### config.mk
export PLATFORM = sky130hd
export DESIGN_NAME = ps2_host_tx
export DESIGN_NICKNAME = d
export VERILOG_FILES = /design/src/rtl/ps2_host_tx.sv
export SDC_FILE = /design/constraint.sdc
export NUM_CORES = 1
export LEC_CHECK = 0
export BUFFER_PORTS_ARGS = -buffer_cell sky130_fd_sc_hd__buf_2
export CAP_MARGIN = 20
export CORE_ASPECT_RATIO = 1.75
export CORE_MARGIN = 2
export CORE_UTILIZATION = 64
export CTS_BUF_LIST = sky130_fd_sc_hd__clkbuf_16
export CTS_CLUSTER_DIAMETER = 40
export DETAILED_ROUTE_END_ITERATION = 10
export GPL_ROUTABILITY_DRIVEN = 0
export PLACE_DENSITY = 0.83
export SYNTH_ARGS = -nofsm -noshare
export SYNTH_HDL_FRONTEND = slang
export SYNTH_SLANG_ARGS = --single-unit
### constraint.sdc
create_clock -name clk -period 2.9 [get_ports clk]
set_input_delay 0.145 -clock clk [delete_from_list [all_inputs] [get_ports clk]]
set_output_delay 0.145 -clock clk [all_outputs]
set_load 0.005 [all_outputs]
### src/rtl/ps2_host_tx.sv
`timescale 1ns/1ps
// ps2_host_tx: host-to-device PS/2 byte transmitter (request, shift, ACK check).
// Ports: clk, rst (async high), PS2_clk/PS2_data pad read-back, tx_data/tx_valid/
// tx_ready/tx_busy request side, PS2_clk_oe/PS2_data_oe open-drain pulls,
// tx_done/tx_error result pulses. Optional macro PS2_TX_RESEND_EN adds 2 retries.
module ps2_host_tx #(
  parameter int INHIBIT_CYCLES = 5000,
  parameter int REQ_CYCLES     = 16,
  parameter int TIMEOUT_CYCLES = 750000
) (
  input  logic       clk,
  input  logic       rst,
  input  logic       PS2_clk,
  input  logic       PS2_data,
  input  logic [7:0] tx_data,
  input  logic       tx_valid,
  output logic       tx_ready,
  output logic       tx_busy,
  output logic       PS2_clk_oe,
  output logic       PS2_data_oe,
  output logic       tx_done,
  output logic       tx_error
);

  localparam int M1 = (INHIBIT_CYCLES > REQ_CYCLES) ?
                      INHIBIT_CYCLES : REQ_CYCLES;
  localparam int MX = (M1 > TIMEOUT_CYCLES) ? M1 : TIMEOUT_CYCLES;
  localparam int CW = $clog2(MX + 1);

  localparam logic [2:0] S_IDLE      = 3'd0;
  localparam logic [2:0] S_INHIBIT   = 3'd1;
  localparam logic [2:0] S_REQUEST   = 3'd2;
  localparam logic [2:0] S_TRANSFER  = 3'd3;
  localparam logic [2:0] S_WAIT_IDLE = 3'd4;
  localparam logic [2:0] S_DONE      = 3'd5;
  localparam logic [2:0] S_ERROR     = 3'd6;

  logic [2:0]    state;
  logic [CW-1:0] cnt;
  logic [3:0]    n;
  logic [9:0]    frame;
  logic          clk_meta, clk_s, clk_q;
  logic          data_meta, data_s;
  logic          fe, at_to, nack, tmo, fail;
`ifdef PS2_TX_RESEND_EN
  logic [1:0]    retry;
`endif

  // Synchronisers start at the idle-high bus level so reset
  // release never fakes a falling edge.
  always_ff @(posedge clk or posedge rst) begin
    if (rst) begin
      clk_meta  <= 1'b1;
      clk_s     <= 1'b1;
      clk_q     <= 1'b1;
      data_meta <= 1'b1;
      data_s    <= 1'b1;
    end else begin
      clk_meta  <= PS2_clk;
      clk_s     <= clk_meta;
      clk_q     <= clk_s;
      data_meta <= PS2_data;
      data_s    <= data_meta;
    end
  end

  assign fe    = clk_q & ~clk_s;
  assign at_to = (cnt == CW'(TIMEOUT_CYCLES - 1));
  assign nack  = (state == S_TRANSFER) && fe &&
                 (n == 4'd10) && data_s;
  // A device edge on the terminal count wins over the timeout.
  assign tmo   = at_to && !fe &&
                 ((state == S_TRANSFER) ||
                  ((state == S_WAIT_IDLE) && !(clk_s && data_s)));
  assign fail  = nack || tmo;

  assign tx_busy = ~tx_ready;

  always_ff @(posedge clk or posedge rst) begin
    if (rst) begin
      state       <= S_IDLE;
      cnt         <= '0;
      n           <= '0;
      frame       <= '0;
      tx_ready    <= 1'b1;
      PS2_clk_oe  <= 1'b0;
      PS2_data_oe <= 1'b0;
      tx_done     <= 1'b0;
      tx_error    <= 1'b0;
`ifdef PS2_TX_RESEND_EN
      retry       <= '0;
`endif
    end else begin
      tx_done  <= 1'b0;
      tx_error <= 1'b0;
      case (state)
        S_IDLE: begin
          if (tx_valid) begin
            // Shift frame: stop, odd parity, d7..d0 (sent LSB first).
            frame       <= {1'b1, ~^tx_data, tx_data};
            cnt         <= '0;
            state       <= S_INHIBIT;
            tx_ready    <= 1'b0;
            PS2_clk_oe  <= 1'b1;
            PS2_data_oe <= 1'b0;
`ifdef PS2_TX_RESEND_EN
            retry       <= '0;
`endif
          end
        end
        S_INHIBIT: begin
          if (cnt == CW'(INHIBIT_CYCLES - 1)) begin
            cnt         <= '0;
            state       <= S_REQUEST;
            PS2_data_oe <= 1'b1;
          end else begin
            cnt <= cnt + 1'b1;
          end
        end
        S_REQUEST: begin
          if (cnt == CW'(REQ_CYCLES - 1)) begin
            cnt        <= '0;
            n          <= '0;
            state      <= S_TRANSFER;
            PS2_clk_oe <= 1'b0;
          end else begin
            cnt <= cnt + 1'b1;
          end
        end
        S_TRANSFER: begin
          if (fe) begin
            cnt <= '0;
            n   <= n + 4'd1;
            if (n == 4'd10) begin
              state <= S_WAIT_IDLE;
            end else begin
              PS2_data_oe <= ~frame[n];
            end
          end else begin
            cnt <= cnt + 1'b1;
          end
        end
        S_WAIT_IDLE: begin
          if (clk_s && data_s) begin
            state   <= S_DONE;
            tx_done <= 1'b1;
          end else if (fe) begin
            cnt <= '0;
          end else begin
            cnt <= cnt + 1'b1;
          end
        end
        S_DONE, S_ERROR: begin
          state    <= S_IDLE;
          tx_ready <= 1'b1;
        end
        default: begin
          state       <= S_IDLE;
          tx_ready    <= 1'b1;
          PS2_clk_oe  <= 1'b0;
          PS2_data_oe <= 1'b0;
        end
      endcase

      if (fail) begin
`ifdef PS2_TX_RESEND_EN
        if (retry == 2'd2) begin
          state       <= S_ERROR;
          tx_error    <= 1'b1;
          PS2_clk_oe  <= 1'b0;
          PS2_data_oe <= 1'b0;
        end else begin
          // Same byte again from a fresh inhibit phase.
          retry       <= retry + 2'd1;
          state       <= S_INHIBIT;
          cnt         <= '0;
          PS2_clk_oe  <= 1'b1;
          PS2_data_oe <= 1'b0;
        end
`else
        state       <= S_ERROR;
        tx_error    <= 1'b1;
        PS2_clk_oe  <= 1'b0;
        PS2_data_oe <= 1'b0;
`endif
      end
    end
  end

endmodule

# Word level (Yosys, flattened, before mapping)
# Cells that the tools add are included.
dict set report word_totals {
  ff_bits 47
  latch_bits 0
  ram_bits 0
  romBits 0
  inputBits 13
  output_inout_bits 6
  word_cells 103
  mem_count 0
}
dict set report op_classes {
  n_addsub 2
  n_mul 0
  div_mod_pow 0
  n_lt_le_gt_ge 1
  n_eq_ne 23
  n_shift 0
  n_mux 33
  bitwise_logic 5
  reduce_logical 25
}
# operator count
set ops {}
lappend ops {{2-to-1 mux 20 bit} 5}
lappend ops {{case mux 20 bit (5 select lines)} 1}
lappend ops {{2-to-1 mux 3 bit} 7}
lappend ops {{adder 20 x 1 -> 20 bit, second input constant} 1}
lappend ops {{equality test 20 x 13 -> 1 bit, second input constant} 1}
lappend ops {{equality test 20 bit, second input constant} 1}
lappend ops {{equality test 20 x 4 -> 1 bit, second input constant} 1}
lappend ops {{inequality test 3 bit, second input constant} 5}
lappend ops {{case mux 3 bit (5 select lines)} 1}
lappend ops {{2-to-1 mux 1 bit} 12}
lappend ops {{equality test 3 bit, second input constant} 3}
lappend ops {{AND reduction 3 bit} 3}
lappend ops {{2-to-1 mux 4 bit} 2}
lappend ops {{inequality test 2 bit, second input constant} 4}
lappend ops {{case mux 4 bit (2 select lines)} 1}
lappend ops {{OR reduction 4 bit} 2}
lappend ops {{XNOR reduction 8 bit} 1}
lappend ops {{logical AND 1 bit} 7}
lappend ops {{equality test 3 x 2 -> 1 bit, second input constant} 2}
lappend ops {{inequality test 3 x 2 -> 1 bit, second input constant} 2}
lappend ops {{AND reduction 6 bit} 1}
lappend ops {{less-than comparator 4 x 5 -> 1 bit, second input constant} 1}
lappend ops {{AND reduction 5 bit} 1}
lappend ops {{nonzero test 5 bit} 1}
lappend ops {{16 further kinds} 23}

# Logic depth before layout (Yosys ltp)
# Gate-level depths: netlist of the first run.
dict set report logic_depth {
  ltp_word 8
  ltp_mapped 9
  ltp_nobuf 8
}

# Worst setup path before layout of the first run
# Ideal clock, no wire load.
dict set report synth_timing {
  path_type {register to register}
  startpoint {reg cnt[15]}
  endpoint {reg cnt[16]}
  setup_time_ns 0.119
  t_arrival_ns 1.849
  t_required_ns 2.781
  slack_ns 0.932
  path_stages_with_launch 8
  path_buffers 1
  period_less_slack_ns 1.968
  cell_sequence {dfrtp_1 -> nor4_4 -> nand4_2 -> nor4_4 -> o211ai_2 -> nor2_2 -> buf_4 -> nor2_1}
}
dict set report synth_via {
  elab_chain_cells 4
  word_cells_on_any_way 8
  classes_between {add/sub (1); eq/ne (2); mux (5)}
}
# item line
set synth_lines {}
lappend synth_lines {{from (decl)} 39} ;# logic [CW-1:0] cnt;
lappend synth_lines {{from (signal assigned)} 117} ;# cnt <= cnt + 1'b1;
lappend synth_lines {{from (signal assigned)} 127} ;# cnt <= cnt + 1'b1;
lappend synth_lines {{from (signal assigned)} 140} ;# cnt <= cnt + 1'b1;
lappend synth_lines {{adder 20 x 1 -> 20 bit} n/a}
lappend synth_lines {{2-to-1 mux 20 bit} {131, 147}}
lappend synth_lines {{2-to-1 mux 20 bit} 144} ;# if (clk_s && data_s) begin
lappend synth_lines {{case mux 20 bit (5 select lines) (*)} 96} ;# case (state)
# Mark *: on every way between the ends. The rest lies on a longest branch, timed or not. The select of a mux whose other input is x is not followed.
# A chain may end at the register's enable or synchronous reset.

# Final worst setup path of the first run
dict set report layout_timing {
  startpoint {reg cnt[15]}
  endpoint {reg cnt[19]}
}
# The elaborated chain is that of the path after synthesis.

==> out/metrics.csv, run 1 <==
metric;value;unit
status;finished, final reports clean;
period_share;0.836;
synth-seq-cells;47;
io_buffer_count;18;
worstSkewPairLatency;0.29;ns
grt_pass1_wl;9.61;mm
rsz0062_at_grt;false;
ant_nets;0;
period_needed;2.42;ns
initial_core_util;0.666;
cts_tree;yes;
dp_hpwl;4.17;mm
track_usage;0.285;
crit_type;reg2reg;
crit_cells;6;
syn_area;2600;um2
cts.sinks;47;
p_leak;1.24;nW
cts_resized;0;
synth_area_leaders;dfrtp_1 39%, dfstp_2 6.1%, xnor2_1 5.1%, mux2_2 4.3%, nor2_1 3.9%;
row_count;30;
wl_per_cell;17.6;um
syn_area_per_cell;9.96;um2
drt-total-wl;5.82;mm
critPathMaxStageDelay;0.47;ns
skew;0.00557;ns
root_buffer;clkbuf_16;
drive_gt1_frac;0.216;
synth_edf_count;0;
layout.nets;297;
fmax;412;MHz
path_max_fanout;13;
synthFlopType;dfrtp_1;
holdBufCountCts;2;
placed_area;2690;um2
p_per_area;749;nW/um2
finalHoldViolCount;0;
async_flop_share;1.00;
slowest_stage;nor2_2;
drcViolationCount;0;
worstSetupStartpointType;register;
cp_num_buf_inv;0;
synth_top_cell_area_share;0.395;
critPathRequiredTime;3.05;ns
critPathCapture;cnt[19]$_DFFE_PP0P_;
cp_common_cell;nor4_4;
slew_headroom;0.374;
worstPathArrival;2.57;ns
drtPass1Iterations;4;
slew_violations;0;
synth_nets;277;
setup_violations;0;
vias;2005;
ys_warn_count;0;
syn_inst;261;
area_growth;10.0;%
hold_class;in2async;
drv_cap;0;
grt_pass1_vias;2042;
setup_tns;0;ns
cts_htree_levels;2;
yosysTopAreaCell;dfrtp_1;
die-area;4610;um2
post_synth_num_cell_types;53;
startpoint;cnt[15]$_DFFE_PP0P_;
cts_buffer_depth;2;
io_pins;19;
drt-initial-drc-count;64;
cts_buffers;5;
num_antenna_cells;0;
dp_slack;0.516;ns
die_w;52.2;um
viasPerCell;6.08;
fin_ws;0.476;ns
r2r_cells;6;
r2r_slack;0.48;ns
tightest_slew;0.938;ns
end_kind;register;
rr_endpoint;cnt[19]$_DFFE_PP0P_;
critPathTopFamily;simple AND/OR/NAND/NOR gates;
antenna_found_initial;0;
grt_start_max_net_pins;48;
post-cts-setup-buffers;0;
die_height;88.3;um
rr_startpoint;cnt[15]$_DFFE_PP0P_;
fin_area;2860;um2
path_clk_slew;0.07;ns
ys_seq_area_frac;0.455;
ir_worst_vdd;0.000528;V
overflow;0;
path_cells;nor4_4, nand4_2, nor4_4, o211ai_2, nor2_2, nor2_1;
core_area;3900;um2
-- layout by cell type (no fill, tap or decap), types with 3 or more instances in the layout --
master	instances
nand2_1	26
a31oi_1	3
o21ai_0	9
nor2_1	27
xor2_1	7
dfstp_2	6
clkbuf_16	5
xnor2_1	15
mux2_2	10
o22ai_1	3
and3_1	8
nand3_1	15
dfrtp_1	41
and2_1	4
inv_1	11
buf_2	18
a21oi_1	11
ha_1	3
nor3_1	4
nand4_1	5
-- per-stage QoR --
step | hold WS, ns | power (W) | utilization | instances
final | 0.0628 | 0.00214 | 0.732 | 330
after global placement | 0.249 | 0.00152 | 0.689 | 320
after detailed placement | 0.252 | 0.00156 | 0.689 | 320
after CTS | 0.103 | 0.00214 | 0.732 | 330
after global routing | 0.115 | 0.00225 | 0.732 | 330
after floorplan | 0.149 | 0.00140 | - | 261
-- area by class of cell --
type,instances,area [um2]
multi-input combinational,193,1300
sequential,47,1180
fill,296,1040
clock buffer,5,125
timing repair buffer,22,125
tap,48,60.1
inverter,12,45.0
clock inverter,3,23.8
-- cells in the mapped netlist (6+ instances only) --
cell type and number:
dfrtp_1 41, nor2_1 27, nand2_1 26, nand3_1 15, xnor2_1 15, inv_1 12, a21oi_1 11, mux2_2 10
o21ai_0 9, and3_1 8, xor2_1 7, dfstp_2 6
-- power by group --
part           leakage [nW]  internal, W  switching [W]
combinational         0.582     0.000286       0.000347
sequential            0.594     0.000795       0.000135
clock                0.0664     0.000322       0.000256
-- routing by layer --
metal,global-route usage,up-vias,part of all wire
met5,0,-,0
met4,0.149,0,0.036
met3,0.0507,18,0.026
met2,0.536,51,0.57
met1,0.289,979,0.37
li1,-,957,-
-- cells by family after synthesis --
logic type / synth area share
compound gates: 0.106
xor+xnor: 0.0741
fa+ha+maj: 0.0144
buf+inv: 0.0457
flops: 0.455
mux: 0.0684
simple gates: 0.236
-- sequential cells by signal, indices dropped and copies added, names as in the netlist --
| register | cells |
|---|---|
| cnt | 20 |
| frame | 10 |
| n | 4 |
| state | 3 |
| PS2_clk_oe | 1 |
| PS2_data_oe | 1 |
| clk_meta | 1 |
| clk_q | 1 |
| clk_s | 1 |
| data_meta | 1 |
| data_s | 1 |
| tx_done | 1 |
| tx_error | 1 |
| tx_ready | 1 |
-- worst min-delay path by stage --
stage	startpoint	depth (start not counted)	slack, ns	to
CTS	rst	2	0.10	frame[4]$_DFFE_PP0P_
global placement	PS2_data	1	0.25	data_meta$_DFF_PP1_
floorplan	PS2_clk	0	0.15	clk_meta$_DFF_PP1_
detailed placement	PS2_clk	1	0.25	clk_meta$_DFF_PP1_
global route	tx_data[7]	2	0.11	frame[7]$_DFFE_PP0P_
finish	rst	2	0.06	cnt[2]$_DFFE_PP0P_
Note: power is estimated with default switching activity, not from simulation.
==> run 2: changes to the inputs <==
--- a/config.mk
+++ b/config.mk
@@ -5,16 +5,17 @@
 export SDC_FILE = /design/constraint.sdc
 export NUM_CORES = 1
 export LEC_CHECK = 0
+export ABC_AREA = 1
 export BUFFER_PORTS_ARGS = -buffer_cell sky130_fd_sc_hd__buf_2
 export CAP_MARGIN = 20
 export CORE_ASPECT_RATIO = 1.75
 export CORE_MARGIN = 2
-export CORE_UTILIZATION = 64
+export CORE_UTILIZATION = 60
 export CTS_BUF_LIST = sky130_fd_sc_hd__clkbuf_16
 export CTS_CLUSTER_DIAMETER = 40
 export DETAILED_ROUTE_END_ITERATION = 10
 export GPL_ROUTABILITY_DRIVEN = 0
-export PLACE_DENSITY = 0.83
+export PLACE_DENSITY = 0.78
 export SYNTH_ARGS = -nofsm -noshare
 export SYNTH_HDL_FRONTEND = slang
 export SYNTH_SLANG_ARGS = --single-unit
==> constraint.sdc (replaced) <==
create_clock -name clk -period 2.5 [get_ports clk]
set_input_delay 0.125 -clock clk [delete_from_list [all_inputs] [get_ports clk]]
set_output_delay 0.125 -clock clk [all_outputs]
set_load 0.005 [all_outputs]
==> out/metrics.csv, run 2 <==
metric;value;unit;change
status;finished, final reports clean;;unchanged
critPathMaxStageDelay;0.39;ns;was 0.47 ns
hold_class;in2async;;unchanged
syn_area;2880;um2;was 2600 um2
num_antenna_cells;0;;unchanged
cp_num_buf_inv;1;;was 0
synth_nets;394;;was 277
worstSetupStartpointType;register;;unchanged
synth_area_leaders;dfrtp_1 36%, nand2_1 11%, nand3_1 6.1%, inv_1 6.0%, nor2_1 5.6%;;was dfrtp_1 39%, dfstp_2 6.1%, xnor2_1 5.1%, mux2_2 4.3%, nor2_1 3.9%
slew_violations;0;;unchanged
worstPathArrival;2.06;ns;was 2.57 ns
crit_cells;12;;was 6
grt_start_max_net_pins;48;;unchanged
layout_common_cells;81 x nand2_1, 46 x inv_1, 43 x nor2_1, 41 x dfrtp_1, 35 x nand3_1;;was 41 x dfrtp_1, 27 x nor2_1, 26 x nand2_1, 18 x buf_2
p_leak;1.49;nW;was 1.24 nW
wl_per_cell;15.1;um;was 17.6 um
io_pins;19;;unchanged
synth_most_common_cell;nand2_1;;was dfrtp_1
path_cells;ha_1, nand2_1, inv_1, nand2_1, nor2_1, nand3_1, nand2_1, nand2_1, nor2_2, nand2_1, o21ai_1, nand2_1;;was nor4_4, nand4_2, nor4_4, o211ai_2, nor2_2, nor2_1
critPathTopFamily;simple AND/OR/NAND/NOR gates;;unchanged
largest_register;cnt;;unchanged
rr_endpoint;state[2]$_DFFE_PP0P_;;was cnt[19]$_DFFE_PP0P_
dp_hpwl;5.28;mm;was 4.17 mm
period_share;0.754;;was 0.836
slew_headroom;0.365;;was 0.374
final_common_cell;nand2_1;;was dfrtp_1
die_w;56.4;um;was 52.2 um
setup_violations;0;;unchanged
period_needed;1.88;ns;was 2.42 ns
syn_area_per_cell;7.62;um2;was 9.96 um2
largest_reg_flops;20;;unchanged
slowest_stage;dfrtp_1;;was nor2_2
drt-total-wl;6.84;mm;was 5.82 mm
critPathRequiredTime;2.68;ns;was 3.05 ns
rsz0062_at_grt;false;;unchanged
ys_seq_area_frac;0.411;;was 0.455
grt_pass1_vias;2445;;was 2042
viasPerCell;5.61;;was 6.08
setup_tns;0;ns;unchanged
drv_cap;0;;unchanged
io_buffer_count;18;;unchanged
synth-seq-cells;47;;unchanged
ff_latch_area;1180;um2;unchanged
multi_input_area;1460;um2;was 1300 um2
track_usage;0.268;;was 0.285
p_per_area;942;nW/um2;was 749 nW/um2
root_buffer;clkbuf_16;;unchanged
worstSkewPairLatency;0.29;ns;about the same
critPathCapture;state[2]$_DFFE_PP0P_;;was cnt[19]$_DFFE_PP0P_
drtPass1Iterations;5;;was 4
rr_startpoint;cnt[0]$_DFFE_PP0P_;;was cnt[15]$_DFFE_PP0P_
drt-initial-drc-count;92;;was 64
layout.nets;415;;was 297
overflow;0;;unchanged
async_flop_share;1.00;;unchanged
core_area;4670;um2;was 3900 um2
finalHoldViolCount;0;;unchanged
path_clk_slew;0.06;ns;was 0.07 ns
initial_core_util;0.618;;was 0.666
tightest_slew;0.951;ns;was 0.938 ns
cts_buffer_depth;2;;unchanged
cts.sinks;47;;unchanged
die-area;5390;um2;was 4610 um2
cts_htree_levels;2;;unchanged
ys_warn_count;0;;unchanged
startpoint;cnt[0]$_DFFE_PP0P_;;was cnt[15]$_DFFE_PP0P_
drcViolationCount;0;;unchanged
cts_buffers;5;;unchanged
vias;2537;;was 2005
skew;0.00166;ns;was 0.00557 ns
yosysTopAreaCell;dfrtp_1;;unchanged
fmax;531;MHz;was 412 MHz
end_kind;register;;unchanged
syn_inst;378;;was 261
r2r_cells;12;;was 6
die_height;95.7;um;was 88.3 um
nFillCells;400;;was 296
row_count;33;;was 30
post_synth_num_cell_types;34;;was 53
area_growth;9.51;%;was 10.0%
ant_nets;0;;unchanged
reg_top3;cnt x20, frame x10, n x4;;unchanged
path_max_fanout;5;;was 13
synthFlopType;dfrtp_1;;unchanged
ir_worst_vdd;0.000796;V;was 0.000528 V
hold_slack;0.0514;ns;was 0.0628 ns
cts_tree;yes;;unchanged
synth_top_cell_area_share;0.356;;was 0.395
synth_edf_count;0;;unchanged
antenna_found_initial;0;;unchanged
crit_type;reg2reg;;unchanged
synth_commonest_cells;81 x nand2_1, 46 x inv_1, 43 x nor2_1, 41 x dfrtp_1, 35 x nand3_1;;was 41 x dfrtp_1, 27 x nor2_1, 26 x nand2_1, 15 x nand3_1, 15 x xnor2_1
r2r_slack;0.62;ns;was 0.48 ns
cp_common_cell;nand2_1;;was nor4_4
drive_gt1_frac;0.173;;was 0.216
grt_pass1_wl;10.9;mm;was 9.61 mm
## run 2: what timing repair did
| action | CTS | global route |
|---|---|---|
| hold endpoints to repair | 2 | 0 |
| setup endpoints to repair | 0 | 0 |
| setup buffers | 0 | 0 |
| hold buffers | 2 | 0 |
| resized for setup | 0 | 0 |
## run 2: worst register-to-register path, cell delays in order, from the launching register on
cell and delay (ns):
dfrtp_1 0.39, ha_1 0.20, nand2_1 0.08, inv_1 0.08, nand2_1 0.12, nor2_1 0.12, nand3_1 0.09, nand2_1 0.14
nand2_1 0.12, nor2_2 0.21, nand2_1 0.08, o21ai_1 0.08, nand2_1 0.06
## run 2: metal layers
metal | track usage | part of all wire
met4 | 0.143 | 0.041
met3 | 0.0380 | 0.037
met2 | 0.537 | 0.56
met5 | 0 | 0
met1 | 0.254 | 0.36
## run 2: kinds of logic (layout without fill, tap and decap cells)
family | after synthesis | count (layout) | share of synthesized area
muxes | 8 | 8 | 0.0313
AOI/OAI and AO/OA | 34 | 34 | 0.0621
adders and majority gates | 3 | 3 | 0.0130
and+or+nand+nor | 218 | 218 | 0.367
xor gates and xnor gates | 11 | 11 | 0.0334
DFF | 47 | 47 | 0.411
buffers and inverters | 57 | 79 | 0.0821
## run 2: area by class of cell
type                            instances  share of cell area
Clock inverter                          3             0.00515
Timing Repair Buffer                   20              0.0349
Multi-Input combinational cell        274               0.463
Inverter                               51              0.0615
Sequential cell                        47               0.375
Tap cell                               52              0.0206
Clock buffer                            5              0.0397
## run 2: how the worst min path moves through the flow
stage,startpoint,slack (ns),cells after the start,to
6_report,rst,0.05,2,frame[4]$_DFFE_PP0P_
5_1_grt,tx_data[0],0.10,2,frame[0]$_DFFE_PP0P_
4_1_cts,rst,0.1,2,cnt[13]$_DFFE_PP0P_
3_5_place_dp,PS2_data,0.23,1,data_meta$_DFF_PP1_
3_3_place_gp,PS2_clk,0.23,1,clk_meta$_DFF_PP1_
2_1_floorplan,PS2_clk,0.13,0,clk_meta$_DFF_PP1_
## run 2: metrics by stage
step / util / setup WS (ns) / instance area (um2) / cells / power (W)
after floorplan: - / 0.868 / 2880 / 378 / 0.00205
after global placement: 0.642 / 0.660 / 2990 / 442 / 0.00231
after detailed placement: 0.642 / 0.623 / 2990 / 442 / 0.00234
after CTS: 0.676 / 0.615 / 3160 / 452 / 0.00298
after global routing: 0.676 / 0.404 / 3160 / 452 / 0.00319
final: 0.676 / 0.615 / 3160 / 452 / 0.00297
## run 2: power breakdown
part / total [W] / leakage [nW] / internal (W) / switching (W)
logic: 0.00122 / 0.821 / 0.000424 / 0.000796
registers: 0.00111 / 0.599 / 0.000944 / 0.000166
clock network: 0.000644 / 0.0710 / 0.000365 / 0.000279
==> run 3: changes to the inputs <==
==> config.mk (replaced) <==
export PLATFORM = sky130hd
export DESIGN_NAME = ps2_host_tx
export DESIGN_NICKNAME = d
export VERILOG_FILES = /design/src/rtl/ps2_host_tx.sv
export SDC_FILE = /design/constraint.sdc
export NUM_CORES = 1
export LEC_CHECK = 0
export ABC_AREA = 0
export BUFFER_PORTS_ARGS = -buffer_cell sky130_fd_sc_hd__buf_2
export CAP_MARGIN = 20
export CORE_ASPECT_RATIO = 1.75
export CORE_MARGIN = 2
export CORE_UTILIZATION = 54
export CTS_BUF_LIST = sky130_fd_sc_hd__clkbuf_16
export CTS_CLUSTER_DIAMETER = 40
export DETAILED_ROUTE_END_ITERATION = 10
export GPL_ROUTABILITY_DRIVEN = 0
export PLACE_DENSITY = 0.75
export SYNTH_ARGS = -nofsm -noshare
export SYNTH_HDL_FRONTEND = slang
export SYNTH_SLANG_ARGS = --single-unit
==> constraint.sdc (replaced) <==
create_clock -name clk -period 1.5 [get_ports clk]
set_input_delay 0.075 -clock clk [delete_from_list [all_inputs] [get_ports clk]]
set_output_delay 0.075 -clock clk [all_outputs]
set_load 0.005 [all_outputs]
==> out/metrics.csv, run 3 (synthesized netlist as in run 1, its figures left out) <==
metric;value;unit;change
drive_gt1_frac;0.480;;was 0.173
fmax;517;MHz;was 531 MHz
slew_headroom;0.696;;was 0.365
tightest_slew;0.452;ns;was 0.951 ns
io_pins;19;;unchanged
path_clk_slew;0.06;ns;about the same
worstSetupStartpointType;register;;unchanged
area_growth;40.8;%;was 9.51%
grt_pass1_wl;12.1;mm;was 10.9 mm
grt_pass1_vias;2553;;was 2445
num_antenna_cells;0;;unchanged
wl_per_cell;18.5;um;was 15.1 um
largest_register;cnt;;unchanged
track_usage;0.294;;was 0.268
reg_top3;cnt x20, frame x10, n x4;;unchanged
rr_startpoint;cnt[11]$_DFFE_PP0P_;;was cnt[0]$_DFFE_PP0P_
end_kind;register;;unchanged
dp_hpwl;5.14;mm;was 5.28 mm
drtPass1Iterations;5;;unchanged
viasPerCell;5.93;;was 5.61
hold_class;in2reg;;was in2async
finalHoldViolCount;0;;unchanged
overflow;0;;unchanged
worstPathArrival;2.15;ns;was 2.06 ns
die-area;5410;um2;was 5390 um2
final_cells;402;;was 452
cts_htree_levels;2;;unchanged
p_sw;0.00172;W;was 0.00124 W
fin_area;3660;um2;was 3160 um2
clockPowerShare;0.273;;was 0.217
critPathRequiredTime;1.72;ns;was 2.68 ns
final_common_cell;buf_4;;was nand2_1
period_needed;1.94;ns;was 1.88 ns
cts_tree;yes;;unchanged
violations;setup timing;;
hold_end;frame[7]$_DFFE_PP0P_;;
status;finished, violations left;;was finished, final reports clean
path_max_fanout;3;;was 5
largest_reg_flops;20;;unchanged
whs_path_depth;2;;
r2r_cells;6;;was 12
cts.sinks;47;;unchanged
die_height;95.8;um;was 95.7 um
rsz0062_at_grt;true;;was false
fin_ws;-0.436;ns;was 0.615 ns
initial_core_util;0.557;;was 0.618
root_buffer;clkbuf_16;;unchanged
setup_violations;39;;was 0
die_w;56.4;um;about the same
slew_violations;0;;unchanged
ant_nets;0;;unchanged
p_leak;1.64;nW;was 1.49 nW
layout_common_cells;63 x buf_4, 41 x dfrtp_1, 24 x nor2_1, 21 x nand2_1, 18 x buf_2;;was 81 x nand2_1, 46 x inv_1, 43 x nor2_1, 41 x dfrtp_1, 35 x nand3_1
crit_type;reg2reg;;unchanged
io_buffer_count;18;;unchanged
antenna_found_initial;0;;unchanged
layout.nets;365;;was 415
worstSkewPairLatency;0.29;ns;about the same
vias;2382;;was 2537
p_per_area;1440;nW/um2;was 942 nW/um2
placed_area;3220;um2;was 2990 um2
ir_worst_vdd;0.00111;V;was 0.000796 V
cts_buffer_depth;2;;unchanged
drcViolationCount;0;;unchanged
row_count;33;;unchanged
r2r_slack;-0.44;ns;was 0.62 ns
period_share;1.29;;was 0.754
internal_power;0.00356;W;was 0.00173 W
nFillCells;280;;was 400
skew;0.00252;ns;was 0.00166 ns
pwr-share-comb;0.389;;was 0.410
hold_slack;0.0440;ns;was 0.0514 ns
grt_start_max_net_pins;43;;was 48
switching_share;0.325;;was 0.417
core_area;4670;um2;unchanged
drt-total-wl;7.42;mm;was 6.84 mm
cts_buffers;5;;unchanged
p_seq_frac;0.339;;was 0.373
place_inst;385;;was 442
drt-initial-drc-count;131;;was 92
drv_cap;0;;unchanged
min_from;tx_data[7];;
rr_endpoint;state[0]$_DFFE_PP0P_;;was state[2]$_DFFE_PP0P_
run 3: cell count changes in the layout (fill, tap and decap cells not counted), sizes merged, moves of 3 or more:
| cell | change |
|---|---|
| buf | +68 |
| nand2 | -60 |
| inv | -40 |
| nor2 | -26 |
| nand3 | -23 |
| nor3 | -14 |
| o21ai | -9 |
| xnor2 | +9 |
| and3 | +8 |
| nand4 | -8 |
| and2 | +6 |
| a31oi | +3 |
| or4 | +3 |
run 3: through the flow:
step | util | power, W | TNS (ns) | setup slack (ns)
global placement | 0.689 | 0.00343 | -9.91 | -0.396
CTS | 0.773 | 0.00517 | -9.64 | -0.407
global route | 0.784 | 0.00551 | -13.05 | -0.487
finish | 0.784 | 0.00527 | -11.09 | -0.436
floorplan | - | 0.00281 | -8.18 | -0.412
detailed placement | 0.689 | 0.00351 | -11.90 | -0.426
run 3: critical path, cell delays in order (launching register included):
cell and delay (ns):
dfrtp_1 0.41, nor4_4 0.35, nand4_2 0.19, nor4_4 0.27
a21oi_2 0.11, or4_1 0.40, a21oi_1 0.14
run 3: area by class of cell:
| cell class | count | area (um2) | area share |
|---|---|---|---|
| inverters | 12 | 45.0 | 0.0123 |
| repair buffers | 89 | 667 | 0.182 |
| multi-input cells | 194 | 1510 | 0.412 |
| clock inverters | 3 | 67.6 | 0.0185 |
| flip-flops and latches | 47 | 1180 | 0.323 |
| clock buffers | 5 | 125 | 0.0342 |
| well taps | 52 | 65.1 | 0.0178 |
run 3: how the worst max path moves through the flow:
stage / startpoint / slack (ns) / to
finish: cnt[11]$_DFFE_PP0P_ / -0.44 / state[0]$_DFFE_PP0P_
CTS: cnt[11]$_DFFE_PP0P_ / -0.41 / state[0]$_DFFE_PP0P_
global route: cnt[11]$_DFFE_PP0P_ / -0.49 / state[0]$_DFFE_PP0P_
floorplan: cnt[12]$_DFFE_PP0P_ / -0.41 / cnt[16]$_DFFE_PP0P_
detailed placement: cnt[0]$_DFFE_PP0P_ / -0.43 / cnt[3]$_DFFE_PP0P_
global placement: cnt[15]$_DFFE_PP0P_ / -0.40 / PS2_data_oe$_DFFE_PP0P_
run 3: layer usage:
metal,GRT usage,vias up,share of wire
met1,0.288,1177,0.34
met4,0.183,0,0.045
met5,0,-,0
met3,0.0470,24,0.035
li1,-,1105,-
met2,0.562,76,0.58
run 3: repair_timing:
item | in CTS | in global routing
gates resized for setup | 33 | 11
hold endpoints to repair | 45 | 0
buffers inserted | 6 | 3
pin swaps | 25 | 6
hold buffers | 3 | 0
setup endpoints to repair | 40 | 39
cloned | 1 | 0
run 3: power groups by stage:
| stage | Combinational (W) | Sequential [W] | Clock (W) |
|---|---|---|---|
| after floorplan | 0.00110 | 0.00171 | 0 |
| after global placement | 0.00166 | 0.00177 | 0 |
| after detailed placement | 0.00172 | 0.00179 | 0 |
| after CTS | 0.00195 | 0.00177 | 0.00145 |
| after global routing | 0.00221 | 0.00181 | 0.00149 |
| final | 0.00205 | 0.00179 | 0.00144 |
